<file path="src/rtl/vga_timing_pkg.sv">
// Shared VGA timing constants and helpers for the raster generator.
package vga_timing_pkg;

  typedef struct packed {
    int unsigned active;
    int unsigned fp;
    int unsigned sync;
    int unsigned bp;
  } axisTimingT;

  typedef struct packed {
    axisTimingT h;
    axisTimingT v;
  } modeT;

  localparam modeT MODE640X480 = '{h: '{640, 16, 96, 48}, v: '{480, 10, 2, 33}};
  localparam modeT MODE800X600 = '{h: '{800, 40, 128, 88}, v: '{600, 1, 4, 23}};

  function automatic int clog2(input int n);
    int r;
    r = 0;
    for (int x = n - 1; x > 0; x = x >> 1) r++;
    return r;
  endfunction

  function automatic int axisTotal(input int active, input int fp, input int sync, input int bp);
    return active + fp + sync + bp;
  endfunction

  function automatic int syncStart(input int active, input int fp);
    return active + fp;
  endfunction

  // Exclusive end of the sync region.
  function automatic int syncEnd(input int active, input int fp, input int sync);
    return active + fp + sync;
  endfunction

endpackage

</file>
<file path="src/rtl/vga_timing_gen_pixel_tick_div.sv">
// Clock-enable divider: pix_en is high in the cycle the phase counter sits at CLK_DIV-1.
module pixel_tick_div
  import vga_timing_pkg::*;
#(
  parameter int CLK_DIV = 4
)(
  input  logic clk,
  input  logic reset,
  input  logic en,
  output logic pix_en
);

  localparam int DW = (CLK_DIV > 1) ? clog2(CLK_DIV) : 1;
  localparam logic [DW-1:0] LAST = DW'(CLK_DIV - 1);

  logic [DW-1:0] div;

  always_ff @(posedge clk) begin
    if (reset)   div <= '0;
    else if (en) div <= (div == LAST) ? '0 : div + 1'b1;
  end

  // Gated combinationally so a freeze or reset suppresses the tick in the same cycle.
  assign pix_en = en & ~reset & (div == LAST);

endmodule

</file>
<file path="src/rtl/vga_timing_gen.sv">
// VGA raster timing generator on the system clock with a pixel-rate clock enable.
module vga_timing_gen
  import vga_timing_pkg::*;
#(
  parameter int   CLK_DIV  = 4,
  parameter int   CW       = 12,
  parameter int   H_ACTIVE = int'(MODE640X480.h.active),
  parameter int   H_FP     = int'(MODE640X480.h.fp),
  parameter int   H_SYNC   = int'(MODE640X480.h.sync),
  parameter int   H_BP     = int'(MODE640X480.h.bp),
  parameter int   V_ACTIVE = int'(MODE640X480.v.active),
  parameter int   V_FP     = int'(MODE640X480.v.fp),
  parameter int   V_SYNC   = int'(MODE640X480.v.sync),
  parameter int   V_BP     = int'(MODE640X480.v.bp),
  parameter logic HS_POL   = 1'b0,
  parameter logic VS_POL   = 1'b0
)(
  input  logic          clk,
  input  logic          reset,
  input  logic          en,
  output logic          pix_en,
  output logic          hs,
  output logic          vs,
  output logic          de,
  output logic [CW-1:0] h_count,
  output logic [CW-1:0] v_count,
  output logic          line_start,
  output logic          frame_start
);

  localparam int H_TOTAL  = axisTotal(H_ACTIVE, H_FP, H_SYNC, H_BP);
  localparam int V_TOTAL  = axisTotal(V_ACTIVE, V_FP, V_SYNC, V_BP);
  localparam int HS_START = syncStart(H_ACTIVE, H_FP);
  localparam int HS_END   = syncEnd(H_ACTIVE, H_FP, H_SYNC);
  localparam int VS_START = syncStart(V_ACTIVE, V_FP);
  localparam int VS_END   = syncEnd(V_ACTIVE, V_FP, V_SYNC);
  localparam logic [CW-1:0] H_LAST = CW'(H_TOTAL - 1);
  localparam logic [CW-1:0] V_LAST = CW'(V_TOTAL - 1);

  if (CLK_DIV < 1 || H_SYNC == 0 || V_SYNC == 0 ||
      longint'(H_TOTAL) > (longint'(1) << CW) ||
      longint'(V_TOTAL) > (longint'(1) << CW)) begin : gCfgCheck
    $error("vga_timing_gen: invalid timing configuration");
  end

  function automatic logic inRange(input logic [CW-1:0] c, input int lo, input int hi);
    return (int'(c) >= lo) && (int'(c) < hi);
  endfunction

  logic          tick;
  logic [CW-1:0] hNext, vNext;
  logic          lineStartQ, frameStartQ;

  pixel_tick_div #(.CLK_DIV(CLK_DIV)) uTickDiv (
    .clk    (clk),
    .reset  (reset),
    .en     (en),
    .pix_en (tick)
  );

  always_comb begin
    hNext = h_count + 1'b1;
    vNext = v_count;
    if (h_count == H_LAST) begin
      hNext = '0;
      vNext = (v_count == V_LAST) ? '0 : v_count + 1'b1;
    end
  end

  // Everything decodes from the next-state counts so sync, de and pulses line up with the coordinates.
  always_ff @(posedge clk) begin
    if (reset) begin
      h_count     <= H_LAST;
      v_count     <= V_LAST;
      hs          <= ~HS_POL;
      vs          <= ~VS_POL;
      de          <= 1'b0;
      lineStartQ  <= 1'b0;
      frameStartQ <= 1'b0;
    end else if (tick) begin
      h_count     <= hNext;
      v_count     <= vNext;
      hs          <= inRange(hNext, HS_START, HS_END) ? HS_POL : ~HS_POL;
      vs          <= inRange(vNext, VS_START, VS_END) ? VS_POL : ~VS_POL;
      de          <= (int'(hNext) < H_ACTIVE) && (int'(vNext) < V_ACTIVE);
      lineStartQ  <= (hNext == '0);
      frameStartQ <= (hNext == '0) && (vNext == '0);
    end else begin
      lineStartQ  <= 1'b0;
      frameStartQ <= 1'b0;
    end
  end

  assign pix_en      = tick;
  assign line_start  = lineStartQ & en;
  assign frame_start = frameStartQ & en;

endmodule

</file>
<file path="config.mk">
export PLATFORM = sky130hd
export DESIGN_NAME = vga_timing_gen
export DESIGN_NICKNAME = d
export VERILOG_FILES = /design/src/rtl/vga_timing_pkg.sv /design/src/rtl/vga_timing_gen_pixel_tick_div.sv /design/src/rtl/vga_timing_gen.sv
export SDC_FILE = /design/constraint.sdc
export NUM_CORES = 1
export LEC_CHECK = 0
export CORE_UTILIZATION = 35
export DETAILED_ROUTE_END_ITERATION = 8
export PLACE_DENSITY_LB_ADDON = 0.2
export REMOVE_ABC_BUFFERS = 1
export SYNTH_ARGS = -nofsm -noshare
export SYNTH_HDL_FRONTEND = slang
export SYNTH_SLANG_ARGS = --single-unit
</file>
<file path="constraint.sdc">
create_clock -name clk -period 3.49 [get_ports clk]
set_clock_uncertainty 0.2 [all_clocks]
set_input_delay 0.8725 -clock clk [delete_from_list [all_inputs] [get_ports clk]]
set_output_delay 0.8725 -clock clk [all_outputs]
set_load 0.005 [all_outputs]
</file>
* After elaboration in Yosys (flattened, before gate mapping)
Cells that the tools add are included.
** Word-level totals
- Output and inout bits :: 30
- Bits of input ports :: 3
- Register bits after elaboration :: 31
- Word-level logic and storage cells :: 39
** Operators by class
- Equal/unequal tests :: 3
- Order comparisons :: 6
- Bitwise operators :: 6
- Mux-type cells :: 6
- Reductions and logical operators :: 7
- $add $sub $neg :: 3
** Operators with widths (number)
- 12-bit two-way mux :: 3
- 12-bit by 1-bit adder with 12-bit output (second input constant) :: 2
- 12-bit by 10-bit == test with 1-bit output (second input constant) :: 2
- 12-bit logical NOT :: 2
- 12-bit by 10-bit less-than comparator with 1-bit output (second input constant) :: 2
- 12-bit by 9-bit less-than comparator with 1-bit output (second input constant) :: 2
- 12-bit by 10-bit >= comparator with 1-bit output (second input constant) :: 1
- 12-bit by 9-bit >= comparator with 1-bit output (second input constant) :: 1
- 1-bit bitwise AND :: 4
- 1-bit logical AND :: 4
- 2-bit by 1-bit adder with 2-bit output (second input constant) :: 1
- 2-bit == test (second input constant) :: 1
- 1-bit two-way mux :: 2
- 2-bit two-way mux :: 1
- 1-bit inverter :: 2
- 2-bit OR reduction :: 1

* Longest topological paths before layout
Gate-level depths: netlist of the first run.
- Word-level depth :: 6
- Depth in mapped cells :: 9
- Gate-level depth less buffers :: 7

* Cells and area by module
From an unflattened synthesis of the first run, not the netlist that was laid out.
** Unflattened totals
- Cell total of the unflattened synthesis :: 265
- Area, all modules :: 2143.3 sq um
** Modules (own cells, without submodules)
- vga_timing_gen :: cells each 256, sequential area each 580.6 sq um, area an instance 2048.2 sq um, times used 1
- pixel_tick_div :: cells each 9, sequential area each 40.0 sq um, area an instance 95.1 sq um, times used 1

* Least setup slack after synthesis of the first run
No wires, ideal clock.
- Path kind :: register to register
- Start point :: reg h_count[7]
- End point :: reg frameStartQ
- Clock period less this slack :: 2.623 ns
- Cell stages (with the launch flop) :: 8
- Path slack :: 0.867 ns
- Buffers on the path :: 1
- Arrival time :: 2.335 ns
- Library setup time :: 0.088 ns
- Required time :: 3.202 ns
- Cells stage by stage :: dfxtp_1 buf_6 or4b_4 nor4_4 nand3_1 o31a_1 or4b_4 nor4_2
** On the way
- Longest elaborated chain between the ends :: 4
- Elaborated cells between the ends (all ways) :: 7
- Those cells by class :: 1 x add/sub; 1 x eq/ne; 2 x mux; 3 x reduce/logical
** Ends and longest elaborated chain
- start: declaration :: line vga_timing_gen.sv:25 : output logic [CW-1:0] h_count,
- start signal: assignment :: line vga_timing_gen.sv:81 : h_count <= hNext;
- 12-bit by 1-bit adder with 12-bit output or 12-bit by 10-bit == test with 1-bit output (tied branches) :: line vga_timing_gen.sv:62, vga_timing_gen.sv:64
- 12-bit two-way mux :: line vga_timing_gen.sv:64 : if (h_count == H_LAST) begin
- 12-bit logical NOT :: line vga_timing_gen.sv:87 : frameStartQ <= (hNext == '0) && (vNext == '0);
- 1-bit logical AND (*) :: line vga_timing_gen.sv:87
- end signal: assignment :: line vga_timing_gen.sv:87
- end: declaration :: line vga_timing_gen.sv:52 : logic lineStartQ, frameStartQ;
Mark *: on every way between the ends. The rest lies on a longest branch, timed or not.
A chain may end at the register's enable or synchronous reset.

* Final worst setup path of the first run
- Start point :: in en
- End point :: out pix_en
** On the way
- Longest elaborated chain between the ends :: 2
** Ends and longest elaborated chain
- start: declaration :: line vga_timing_gen.sv:20 : input logic en,
- 1-bit bitwise AND (2 in series) :: line vga_timing_gen_pixel_tick_div.sv:24 : assign pix_en = en & ~reset & (div == LAST);
- end: declaration :: line vga_timing_gen.sv:21 : output logic pix_en,
No other way between the ends.

==> run_summary.xml, run 1 <==
<?xml version="1.0" encoding="UTF-8"?>
<metrics>
  <group name="synth">
    <metric name="synth.largest_area_cell" unit="">sky130_fd_sc_hd__dfxtp_1</metric>
    <metric name="yosys.cell_types.count" unit="">55</metric>
    <metric name="synth-seq-area-share" unit="%">30.43</metric>
    <metric name="netlist_top_cells_area" unit="">sky130_fd_sc_hd__dfxtp_1 30%, sky130_fd_sc_hd__nor2_1 6.8%, sky130_fd_sc_hd__xnor2_1 4.3%</metric>
    <metric name="synth_top_area_share" unit="%">30.43</metric>
    <metric name="ys_warn_count" unit="">0</metric>
    <metric name="ys_seq_elements" unit="">31</metric>
    <metric name="post_synth.cell_area_avg" unit="sq um">7.696</metric>
    <metric name="synthMostInstantiatedCell" unit="">sky130_fd_sc_hd__nor2_1</metric>
    <metric name="synth-async-reset-ratio" unit="%">0</metric>
    <metric name="syn-instance-count" unit="">265</metric>
    <metric name="synthTopCellsByCount" unit="">37 x sky130_fd_sc_hd__nor2_1, 31 x sky130_fd_sc_hd__dfxtp_1, 23 x sky130_fd_sc_hd__nand2_1</metric>
    <metric name="ys.flop_type" unit="">sky130_fd_sc_hd__dfxtp_1</metric>
    <metric name="synth-edff-count" unit="">0</metric>
    <metric name="netlist_area" unit="sq um">2039</metric>
  </group>
  <group name="die">
    <metric name="top_level_ports" unit="">33</metric>
    <metric name="floorplan.core_area" unit="sq um">5574</metric>
    <metric name="die_height" unit="microns">78.34</metric>
    <metric name="die_footprint" unit="sq um">6136</metric>
    <metric name="fp-row-count" unit="">27</metric>
    <metric name="initial_cell_density_of_the_core" unit="%">36.59</metric>
    <metric name="floorplan.die.width" unit="microns">78.34</metric>
  </group>
  <group name="setup_path">
    <metric name="crit_type" unit="">input pin to primary output</metric>
    <metric name="cpMostUsedCell" unit="">sky130_fd_sc_hd__clkdlybuf4s50_1</metric>
    <metric name="crit_slowest_cell" unit="">sky130_fd_sc_hd__clkdlybuf4s50_1</metric>
    <metric name="timing.critical_path.from_type" unit="">input pin</metric>
    <metric name="worst_path_dominant_cell_family" unit="">buffers and inverters</metric>
    <metric name="critical_path_peak_fanout" unit="">6</metric>
    <metric name="timing.critical_path.cells" unit="">clkdlybuf4s50_1 -&gt; nand2_1 -&gt; nor2_1 -&gt; clkdlybuf4s50_1</metric>
    <metric name="worstPathBufferInverterCount" unit="">2</metric>
    <metric name="critical_path.max_stage_delay" unit="ns">0.57</metric>
    <metric name="critical_path_required" unit="ns">2.42</metric>
    <metric name="worst_ep_arrival_time" unit="ns">2.21</metric>
    <metric name="cp-end-kind" unit="">primary output</metric>
  </group>
  <group name="global_route">
    <metric name="first_global_vias" unit="">1804</metric>
    <metric name="grt_max_degree" unit="">23</metric>
    <metric name="grt_first_pass_wirelength" unit="microns">8797</metric>
    <metric name="grt_util_all_layers" unit="%">18.24</metric>
    <metric name="initial_antenna_violation_count" unit="">0</metric>
    <metric name="grt-ovfl-total" unit="">0</metric>
  </group>
  <group name="cells_and_area">
    <metric name="final_core_utilization" unit="%">44.65</metric>
    <metric name="design.final.nets" unit="">300</metric>
    <metric name="layout.filler_cells" unit="">567</metric>
    <metric name="number_of_antenna_cells_inserted" unit="">0</metric>
    <metric name="multiInputGateArea" unit="sq um">1303</metric>
    <metric name="drive_above_1_share" unit="%">7.143</metric>
    <metric name="area_growth" unit="%">22.02</metric>
    <metric name="final-seq-area" unit="sq um">620.6</metric>
    <metric name="post_layout_nonfiller_instances" unit="">366</metric>
    <metric name="layout.cell_area.non_filler" unit="sq um">2489</metric>
  </group>
  <group name="placed_design">
    <metric name="dp_hpwl" unit="microns">3776</metric>
    <metric name="dpl_worst_slack" unit="ns">0.1994</metric>
    <metric name="post_dp_cell_area" unit="sq um">2405</metric>
    <metric name="gp_routability_congestion" unit="">0.9107</metric>
    <metric name="numPortBuffers" unit="">32</metric>
    <metric name="post_place_cells" unit="">358</metric>
  </group>
  <group name="clock_network">
    <metric name="cts-buffers-inserted" unit="">5</metric>
    <metric name="cts_max_level" unit="">2</metric>
    <metric name="cts.repair_timing.setup_buffer_count" unit="">0</metric>
    <metric name="cts_sinks" unit="">31</metric>
    <metric name="cts-hold-fix-buffers" unit="">0</metric>
    <metric name="cts_tree" unit="">built</metric>
    <metric name="worst_skew_pair.late_latency" unit="ns">0.28</metric>
    <metric name="max-clock-path-buffers" unit="">2</metric>
    <metric name="clkSlewWorstSetupHoldPaths" unit="ns">0.07</metric>
    <metric name="clock-root-buffer" unit="">sky130_fd_sc_hd__clkbuf_8</metric>
    <metric name="cts_resized" unit="">0</metric>
  </group>
  <group name="timing">
    <metric name="grt_setup_unrepaired" unit="">no</metric>
    <metric name="final_total_negative_setup_slack" unit="ns">0</metric>
    <metric name="finalSetupViolations" unit="">0</metric>
    <metric name="final_critical_path_setup_slack" unit="ns">0.2078</metric>
    <metric name="layout_min_cycle_time" unit="ns">3.282</metric>
    <metric name="max_clock_freq" unit="GHz">0.3047</metric>
    <metric name="timing_hold_violations_final" unit="">0</metric>
    <metric name="worst_slew_pin_slew" unit="ns">0.6598</metric>
    <metric name="timing.max_slew.rel_slack" unit="%">55.61</metric>
    <metric name="period_share" unit="%">94.04</metric>
    <metric name="finalMaxSlewViolations" unit="">0</metric>
    <metric name="finalHoldWorstSlack" unit="ns">0.3012</metric>
  </group>
  <group name="power_and_ir_drop">
    <metric name="switching_power" unit="uW">201.0</metric>
    <metric name="leakage" unit="nW">0.9514</metric>
    <metric name="post-layout-total-power" unit="uW">729.6</metric>
    <metric name="power_frac_comb" unit="%">11.6</metric>
    <metric name="power-per-cell-area" unit="nW/um^2">293.2</metric>
    <metric name="swShare" unit="%">27.55</metric>
    <metric name="clock_power_share" unit="%">38.4</metric>
    <metric name="sequentialPowerShare" unit="%">50.0</metric>
    <metric name="internal_power" unit="uW">528.6</metric>
    <metric name="ir_worst_vdd" unit="mV">0.1461</metric>
  </group>
  <group name="outcome">
    <metric name="run_status" unit="">finished clean</metric>
  </group>
  <group name="route">
    <metric name="drcViolationCount" unit="">0</metric>
    <metric name="avgViaCountPerCell" unit="">5.495</metric>
    <metric name="drt_iter0_drcs" unit="">173</metric>
    <metric name="antenna_left" unit="">0</metric>
    <metric name="drt_first_pass_iters" unit="">4</metric>
    <metric name="wirelength" unit="microns">5315</metric>
    <metric name="drt-wirelength-per-cell" unit="microns">14.52</metric>
    <metric name="vias" unit="">2011</metric>
  </group>
  <group name="run">
    <metric name="max-cap-violations" unit="">0</metric>
  </group>
  <group name="worst_hold_path">
    <metric name="worstHoldPathType" unit="">flip-flop to flip-flop</metric>
  </group>
</metrics>
[power groups by stage]
| stage | clock network (mW) | logic (mW) | registers [mW] |
|---|---|---|---|
| 2_1_floorplan | 0 | 0.0536 | 0.372 |
| 3_3_place_gp | 0 | 0.0838 | 0.373 |
| 3_5_place_dp | 0 | 0.0832 | 0.373 |
| 4_1_cts | 0.288 | 0.0838 | 0.365 |
| 5_1_grt | 0.303 | 0.0930 | 0.365 |
| 6_report | 0.280 | 0.0846 | 0.365 |
[final timing paths]
kind / startpoint / endpoint / slack (ns) / cells after the start
max: en / pix_en / 0.21 / 4
min: de / de / 0.30 / 1
max reg2reg: v_count[0] / frameStartQ / 0.48 / 7
min reg2reg: de / de / 0.30 / 1
[metal layers]
layer	global-route usage, %	wire (microns)	vias up
met2	25.88	2267	57
met3	3.023	230	5
met1	27.03	2771	923
li1	-	-	1026
met5	0	0	-
met4	7.037	46	0
[kinds of logic after synthesis]
group           after synthesis  share of synthesized area (%)
compound gates               53                          17.49
simple gates                132                          35.15
mux                           2                         0.9816
fa+ha+maj                     5                          2.945
xor+xnor                     17                          7.300
buf+inv                      25                          5.705
flops                        31                          30.43
[area by class of cell]
cell class                 instances  share of cell area [%]
tap                               72                   3.620
sequential                        31                   24.94
clock buffer                       5                   2.765
clock inverter                     3                  0.6033
timing repair buffer              37                   14.38
inverter                           9                   1.357
multi-input combinational        209                   52.34
[cell usage in the layout (no fill, tap or decap), drive strengths merged, types with 4 or more instances in the layout]
cell type      netlist  routed
a21oi               12      12
and2                 5       5
and3                 4       4
and4                 4       4
buf                  4       5
clkbuf              12       5
clkdlybuf4s50        0      32
dfxtp               31      31
ha                   4       4
inv                  9       9
nand2               23      23
nand3               16      16
nand4               11      11
nor2                37      37
nor3                 7       7
nor4                 6       6
o21ai               13      13
or3                  4       4
xnor2               10      10
xor2                 7       7
[sequential cells by signal, indices dropped and copies added (netlist names)]
register / count
de: 1
vs: 1
v_count: 12
h_count: 12
uTickDiv.div: 2
hs: 1
lineStartQ: 1
frameStartQ: 1
Note: power is estimated with default switching activity, not from simulation.
==> run 2: changes to the inputs <==
--- a/config.mk
+++ b/config.mk
@@ -5,6 +5,7 @@
 export SDC_FILE = /design/constraint.sdc
 export NUM_CORES = 1
 export LEC_CHECK = 0
+export ABC_CLOCK_PERIOD_IN_PS = 3490
 export CORE_UTILIZATION = 35
 export DETAILED_ROUTE_END_ITERATION = 8
 export PLACE_DENSITY_LB_ADDON = 0.2
==> results of run 2 <==
No change in the layout: final DEF, timing and power equal those of run 1.
==> run 3: changes to the inputs <==
--- a/config.mk
+++ b/config.mk
@@ -6,6 +6,7 @@
 export NUM_CORES = 1
 export LEC_CHECK = 0
 export ABC_CLOCK_PERIOD_IN_PS = 3490
+export CAP_MARGIN = 20
 export CORE_UTILIZATION = 35
 export DETAILED_ROUTE_END_ITERATION = 8
 export PLACE_DENSITY_LB_ADDON = 0.2
==> results of run 3 <==
No change in the layout: final DEF, timing and power equal those of run 1.
